## src/rtl/mips_pipe_pkg.sv

```systemverilog
`default_nettype none
// ============================================================================
// Module      : mips_pipe_pkg
// Description : Shared pipeline exception codes and stage payload type.
// Revision    : 1.0 - initial release
// ============================================================================
package mips_pipe_pkg;

    localparam logic [4:0] EXC_NONE = 5'd0;
    localparam logic [4:0] EXC_ADEL = 5'd4;
    localparam logic [4:0] EXC_ADES = 5'd5;
    localparam logic [4:0] EXC_RI   = 5'd10;
    localparam logic [4:0] EXC_OV   = 5'd12;

    localparam int C_PIPE_INSTR_W = 32;
    localparam int C_PIPE_ADDR_W  = 32;

    typedef struct packed {
        logic [C_PIPE_INSTR_W-1:0] instr;
        logic [C_PIPE_ADDR_W-1:0]  pc4;
        logic                      isj;
        logic [4:0]                exc;
    } stage_payload_t;

endpackage : mips_pipe_pkg
`default_nettype wire

```

## src/rtl/ifid_pc_check.sv

```systemverilog
`default_nettype none
// ============================================================================
// Module      : ifid_pc_check
// Description : Combinational fetch-address legality check (pc4 -> exc code).
// Revision    : 1.0 - initial release
// ============================================================================
module ifid_pc_check
    import mips_pipe_pkg::*;
#(
    parameter int              ADDR_W = 32,
    parameter logic [ADDR_W-1:0] PC4_LO = 32'h0000_3004,
    parameter logic [ADDR_W-1:0] PC4_HI = 32'h0000_5000
) (
    input  logic [ADDR_W-1:0] pc4,
    output logic [4:0]        exc
);

    logic w_misaligned;
    logic w_out_of_range;

    assign w_misaligned   = (pc4[1:0] != 2'b00);
    // Both bounds are inclusive.
    assign w_out_of_range = (pc4 < PC4_LO) || (pc4 > PC4_HI);
    assign exc            = (w_misaligned || w_out_of_range) ? EXC_ADEL : EXC_NONE;

endmodule : ifid_pc_check
`default_nettype wire

```

## src/rtl/fetch_decode_pipe_reg.sv

```systemverilog
`default_nettype none
// ============================================================================
// Module      : fetch_decode_pipe_reg
// Description : IF->ID pipeline register with valid/ready handshake and AdEL
//               tagging. Define IFID_SKID_EN for a 2-entry registered-ready
//               skid buffer; otherwise a single entry with combinational ready.
// Revision    : 1.0 - initial release
// ============================================================================
module fetch_decode_pipe_reg
    import mips_pipe_pkg::*;
#(
    parameter int                INSTR_W = 32,
    parameter int                ADDR_W  = 32,
    parameter logic [ADDR_W-1:0] PC4_LO  = 32'h0000_3004,
    parameter logic [ADDR_W-1:0] PC4_HI  = 32'h0000_5000
) (
    input  logic               clk,
    input  logic               reset,
    input  logic               flush,
    input  logic               in_valid,
    output logic               in_ready,
    input  logic [INSTR_W-1:0] in_instr,
    input  logic [ADDR_W-1:0]  in_pc4,
    input  logic               in_isj,
    output logic               out_valid,
    input  logic               out_ready,
    output logic [INSTR_W-1:0] out_instr,
    output logic [ADDR_W-1:0]  out_pc4,
    output logic               out_isj,
    output logic [4:0]         out_exc
);

    typedef struct packed {
        logic [INSTR_W-1:0] instr;
        logic [ADDR_W-1:0]  pc4;
        logic               isj;
        logic [4:0]         exc;
    } payload_t;

    logic [4:0] w_exc;
    payload_t   w_cap;
    payload_t   r_main;
    logic       r_valid;
    logic       w_in_xfer;

    ifid_pc_check #(
        .ADDR_W (ADDR_W),
        .PC4_LO (PC4_LO),
        .PC4_HI (PC4_HI)
    ) u_pc_check (
        .pc4 (in_pc4),
        .exc (w_exc)
    );

    // A faulting fetch never exposes its instruction word downstream.
    assign w_cap.instr = (w_exc == EXC_NONE) ? in_instr : '0;
    assign w_cap.pc4   = in_pc4;
    assign w_cap.isj   = in_isj;
    assign w_cap.exc   = w_exc;

    assign w_in_xfer = in_valid && in_ready;

`ifdef IFID_SKID_EN
    payload_t r_skid;
    logic     r_skid_valid;

    assign in_ready = !r_skid_valid;

    always_ff @(posedge clk or posedge reset) begin
        if (reset) begin
            r_main       <= '0;
            r_valid      <= 1'b0;
            r_skid       <= '0;
            r_skid_valid <= 1'b0;
        end else if (flush) begin
            r_main       <= '0;
            r_valid      <= 1'b0;
            r_skid       <= '0;
            r_skid_valid <= 1'b0;
        end else if (!r_valid || out_ready) begin
            // Main is free this edge; the skid entry is older so it goes first.
            if (r_skid_valid) begin
                r_main       <= r_skid;
                r_valid      <= 1'b1;
                r_skid_valid <= 1'b0;
            end else if (w_in_xfer) begin
                r_main  <= w_cap;
                r_valid <= 1'b1;
            end else begin
                r_valid <= 1'b0;
            end
        end else if (w_in_xfer) begin
            r_skid       <= w_cap;
            r_skid_valid <= 1'b1;
        end
    end
`else
    assign in_ready = out_ready || !r_valid;

    always_ff @(posedge clk or posedge reset) begin
        if (reset) begin
            r_main  <= '0;
            r_valid <= 1'b0;
        end else if (flush) begin
            r_main  <= '0;
            r_valid <= 1'b0;
        end else if (w_in_xfer) begin
            r_main  <= w_cap;
            r_valid <= 1'b1;
        end else if (r_valid && out_ready) begin
            r_valid <= 1'b0;
        end
    end
`endif

    assign out_valid = r_valid;
    assign out_instr = r_main.instr;
    assign out_pc4   = r_main.pc4;
    assign out_isj   = r_main.isj;
    assign out_exc   = r_main.exc;

endmodule : fetch_decode_pipe_reg
`default_nettype wire
```

## config.mk

```make
export PLATFORM = sky130hd
export DESIGN_NAME = fetch_decode_pipe_reg
export DESIGN_NICKNAME = d
export VERILOG_FILES = /design/src/rtl/mips_pipe_pkg.sv /design/src/rtl/ifid_pc_check.sv /design/src/rtl/fetch_decode_pipe_reg.sv
export SDC_FILE = /design/constraint.sdc
export NUM_CORES = 1
export LEC_CHECK = 0
export CAP_MARGIN = 40
export CORE_ASPECT_RATIO = 0.9
export CORE_UTILIZATION = 44
export DETAILED_ROUTE_END_ITERATION = 8
export PLACE_DENSITY_LB_ADDON = 0.15
export SLEW_MARGIN = 20
export SYNTH_ARGS = -nofsm -noshare
export SYNTH_HDL_FRONTEND = slang
export SYNTH_SLANG_ARGS = --single-unit
```

## constraint.sdc

```tcl
create_clock -name clk -period 5.65 [get_ports clk]
set_input_delay 1.13 -clock clk [delete_from_list [all_inputs] [get_ports clk]]
set_output_delay 1.13 -clock clk [all_outputs]
set_load 0.01 [all_outputs]
```

==> impl_metrics.tcl <==
set metrics [dict create \
    outcome "complete, no violations" \
    antenna_cells 0 \
    grt_max_degree 68 \
    holdWs_ns 0.477 \
    post_route_cells_drive_above_1_share 0.158 \
    crit_start "out_ready" \
    setup.worst_path.end_class "primary output" \
    ctsHtreeMaxLevel 3 \
    syn_area_per_cell_um2 11.8 \
    rsz0062_at_grt "no" \
    setup_tns_ns 0 \
    fp.dieW_um 88.2 \
    peakVddDrop_mv 0.138 \
    final_cell_mix "137 x clkdlybuf4s50_1, 67 x dfrtp_1, 33 x nand2_1" \
    layout_commonest_cell "clkdlybuf4s50_1" \
    drv_slew 0 \
    hpwlAfterDp_mm 5.20 \
    io_pins 142 \
    gr-total-overflow 0 \
    cts_hold_buf 0 \
    grt_usage 0.232 \
    crit_fanout 3 \
    clock_sinks 67 \
    die_h_um 79.6 \
    fin_nets 453 \
    max_freq_ghz 0.276 \
    p_leak_nw 1.87 \
    drt-pass1-iter-count 4 \
    port_buffers 137 \
    cts_made_buffers 9 \
    worstSetupPathType "in2out" \
    fin_skew_ns 0.00560 \
    worstSetupEndpoint "in_ready" \
    setup_viol 0 \
    grt_pass1_vias 2435 \
    synth-seq-cells 67 \
    rows 27 \
    grt_pass1_wl_mm 12.3 \
    cp-start-kind "input pin" \
    slew_headroom 0.489 \
    path_clk_slew_ns 0.07 \
    postCtsSetupBuffers 0 \
    cp.required_ns 4.52 \
    fillers 474 \
    crit_top_cell "clkdlybuf4s50_1" \
    worst_pin_slew_ns 0.764 \
    syn_area_mm2 0.00294 \
    cts-resized-gates 0 \
    ant_nets 0 \
    async_flop_share 1.00 \
    wl_per_cell_um 16.5 \
    hold_violations 0 \
    synth_top_flop_cell "dfrtp_1" \
    initial_core_util 0.469 \
    cpPeakStageDelay_ns 0.50 \
    clkLatencyLatePin_ns 0.33 \
    via_per_inst 5.36 \
    r2r_cells 5 \
    cts.path.max_buffers 2 \
    hp-class "reg2reg" \
    synth.distinct_cells 30 \
    fin_crit_ns 3.63 \
    gp_congestion 0.748 \
    drt-initial-drc-count 101 \
    drc 0 \
    cp.arrival_ns 2.50 \
    crit_chain "clkdlybuf4s50_1, nor2b_1, inv_2, clkdlybuf4s50_1" \
    final_util 0.723 \
    synth_edf_count 0 \
    vias 2543 \
    cts_tree "done" \
    core-area_mm2 0.00628 \
    root_buffer "clkbuf_8" \
    regToRegEndpoint "out_exc[2]" \
    ys_seq_area_frac 0.569 \
    power-per-cell-area_mw_per_mm2 221 \
    rrSetupSlack_ns 3.42 \
    reg2reg_from "out_valid" \
    antenna_found_initial 0 \
    netlist_instances 250 \
    drt-total-wl_mm 7.80 \
    synthToLayoutAreaGrowth_pct 54.4 \
    maxCapViolations 0 \
    dieArea_mm2 0.00702 \
    yosys_warnings 0 \
    finalCritPeriodShare 0.642 \
    slowest_stage "clkdlybuf4s50_1" \
]
## sequential cells by signal (all words and copies together), names as in the netlist
name and count:
out_exc 1, out_instr 32, out_isj 1, out_pc4 32
out_valid 1
## final cells by class
type | instances | area, µm² | share of cell area
Multi-Input combinational cell | 157 | 1120 | 0.246
Sequential cell | 67 | 1680 | 0.369
Clock buffer | 12 | 145 | 0.0319
Inverter | 2 | 7.51 | 0.00165
Tap cell | 87 | 109 | 0.0240
Timing Repair Buffer | 146 | 1480 | 0.325
Clock inverter | 3 | 15.0 | 0.00330
## per-layer routing
| layer | global-route usage | routed length, µm |
|---|---|---|
| met1 | 0.316 | 3440 |
| met2 | 0.352 | 3650 |
| met5 | 0 | 0 |
| met4 | 0.100 | 177 |
| met3 | 0.0558 | 535 |
## power by group
group	switching [mW]	leakage, nW	internal [mW]
Sequential	0.00867	0.913	0.495
Clock	0.171	0.0860	0.167
Combinational	0.0718	0.873	0.0900
Total	0.252	1.87	0.752
## critical path, delay by kind of cell
kind | cells | cell delay [ns]
buf+inv | 3 | 1.04
simple gates | 1 | 0.33
## Yosys cell counts (2+ instances only)
cell type / count / area, µm²
buf_2: 5 / 25.0
nand2_1: 33 / 124
clkbuf_1: 8 / 30.0
buf_4: 4 / 30.0
nor2_1: 5 / 18.8
o21ai_2: 30 / 263
or4_1: 3 / 22.5
o21ai_1: 2 / 10.0
nor4_1: 3 / 18.8
dfrtp_1: 67 / 1680
clkbuf_4: 3 / 22.5
nand4_1: 32 / 200
a22o_1: 32 / 280
buf_6: 7 / 78.8
## stage by stage
step	total power [mW]	area, µm²	setup slack [ns]	instances
2_1_floorplan	0.573	2960	2.84	253
3_3_place_gp	0.669	4340	1.95	456
3_5_place_dp	0.673	4360	2.00	458
4_1_cts	1.01	4520	1.99	473
5_1_grt	1.04	4540	1.96	474
6_report	1.00	4540	2.02	474
## logic make-up (layout without fill, tap and decap cells)
logic type | after synthesis | after routing | synth area share
other | 1 | 4 | 0.00127
and+or+nand+nor | 82 | 82 | 0.154
buffers and inverters | 29 | 163 | 0.0659
DFF | 67 | 67 | 0.569
AOI/OAI and AO/OA | 71 | 71 | 0.209
## worst min path at each step
stage | startpoint | endpoint | cells after the start
detailed placement | out_instr[19] | out_instr[19] | 2
global route | out_instr[1] | out_instr[1] | 2
CTS | out_instr[19] | out_instr[19] | 2
finish | out_instr[19] | out_instr[19] | 2
global placement | out_instr[16] | out_instr[16] | 2
floorplan | out_instr[30] | out_instr[30] | 2
No activity file was read; power rests on OpenSTA's default activity.
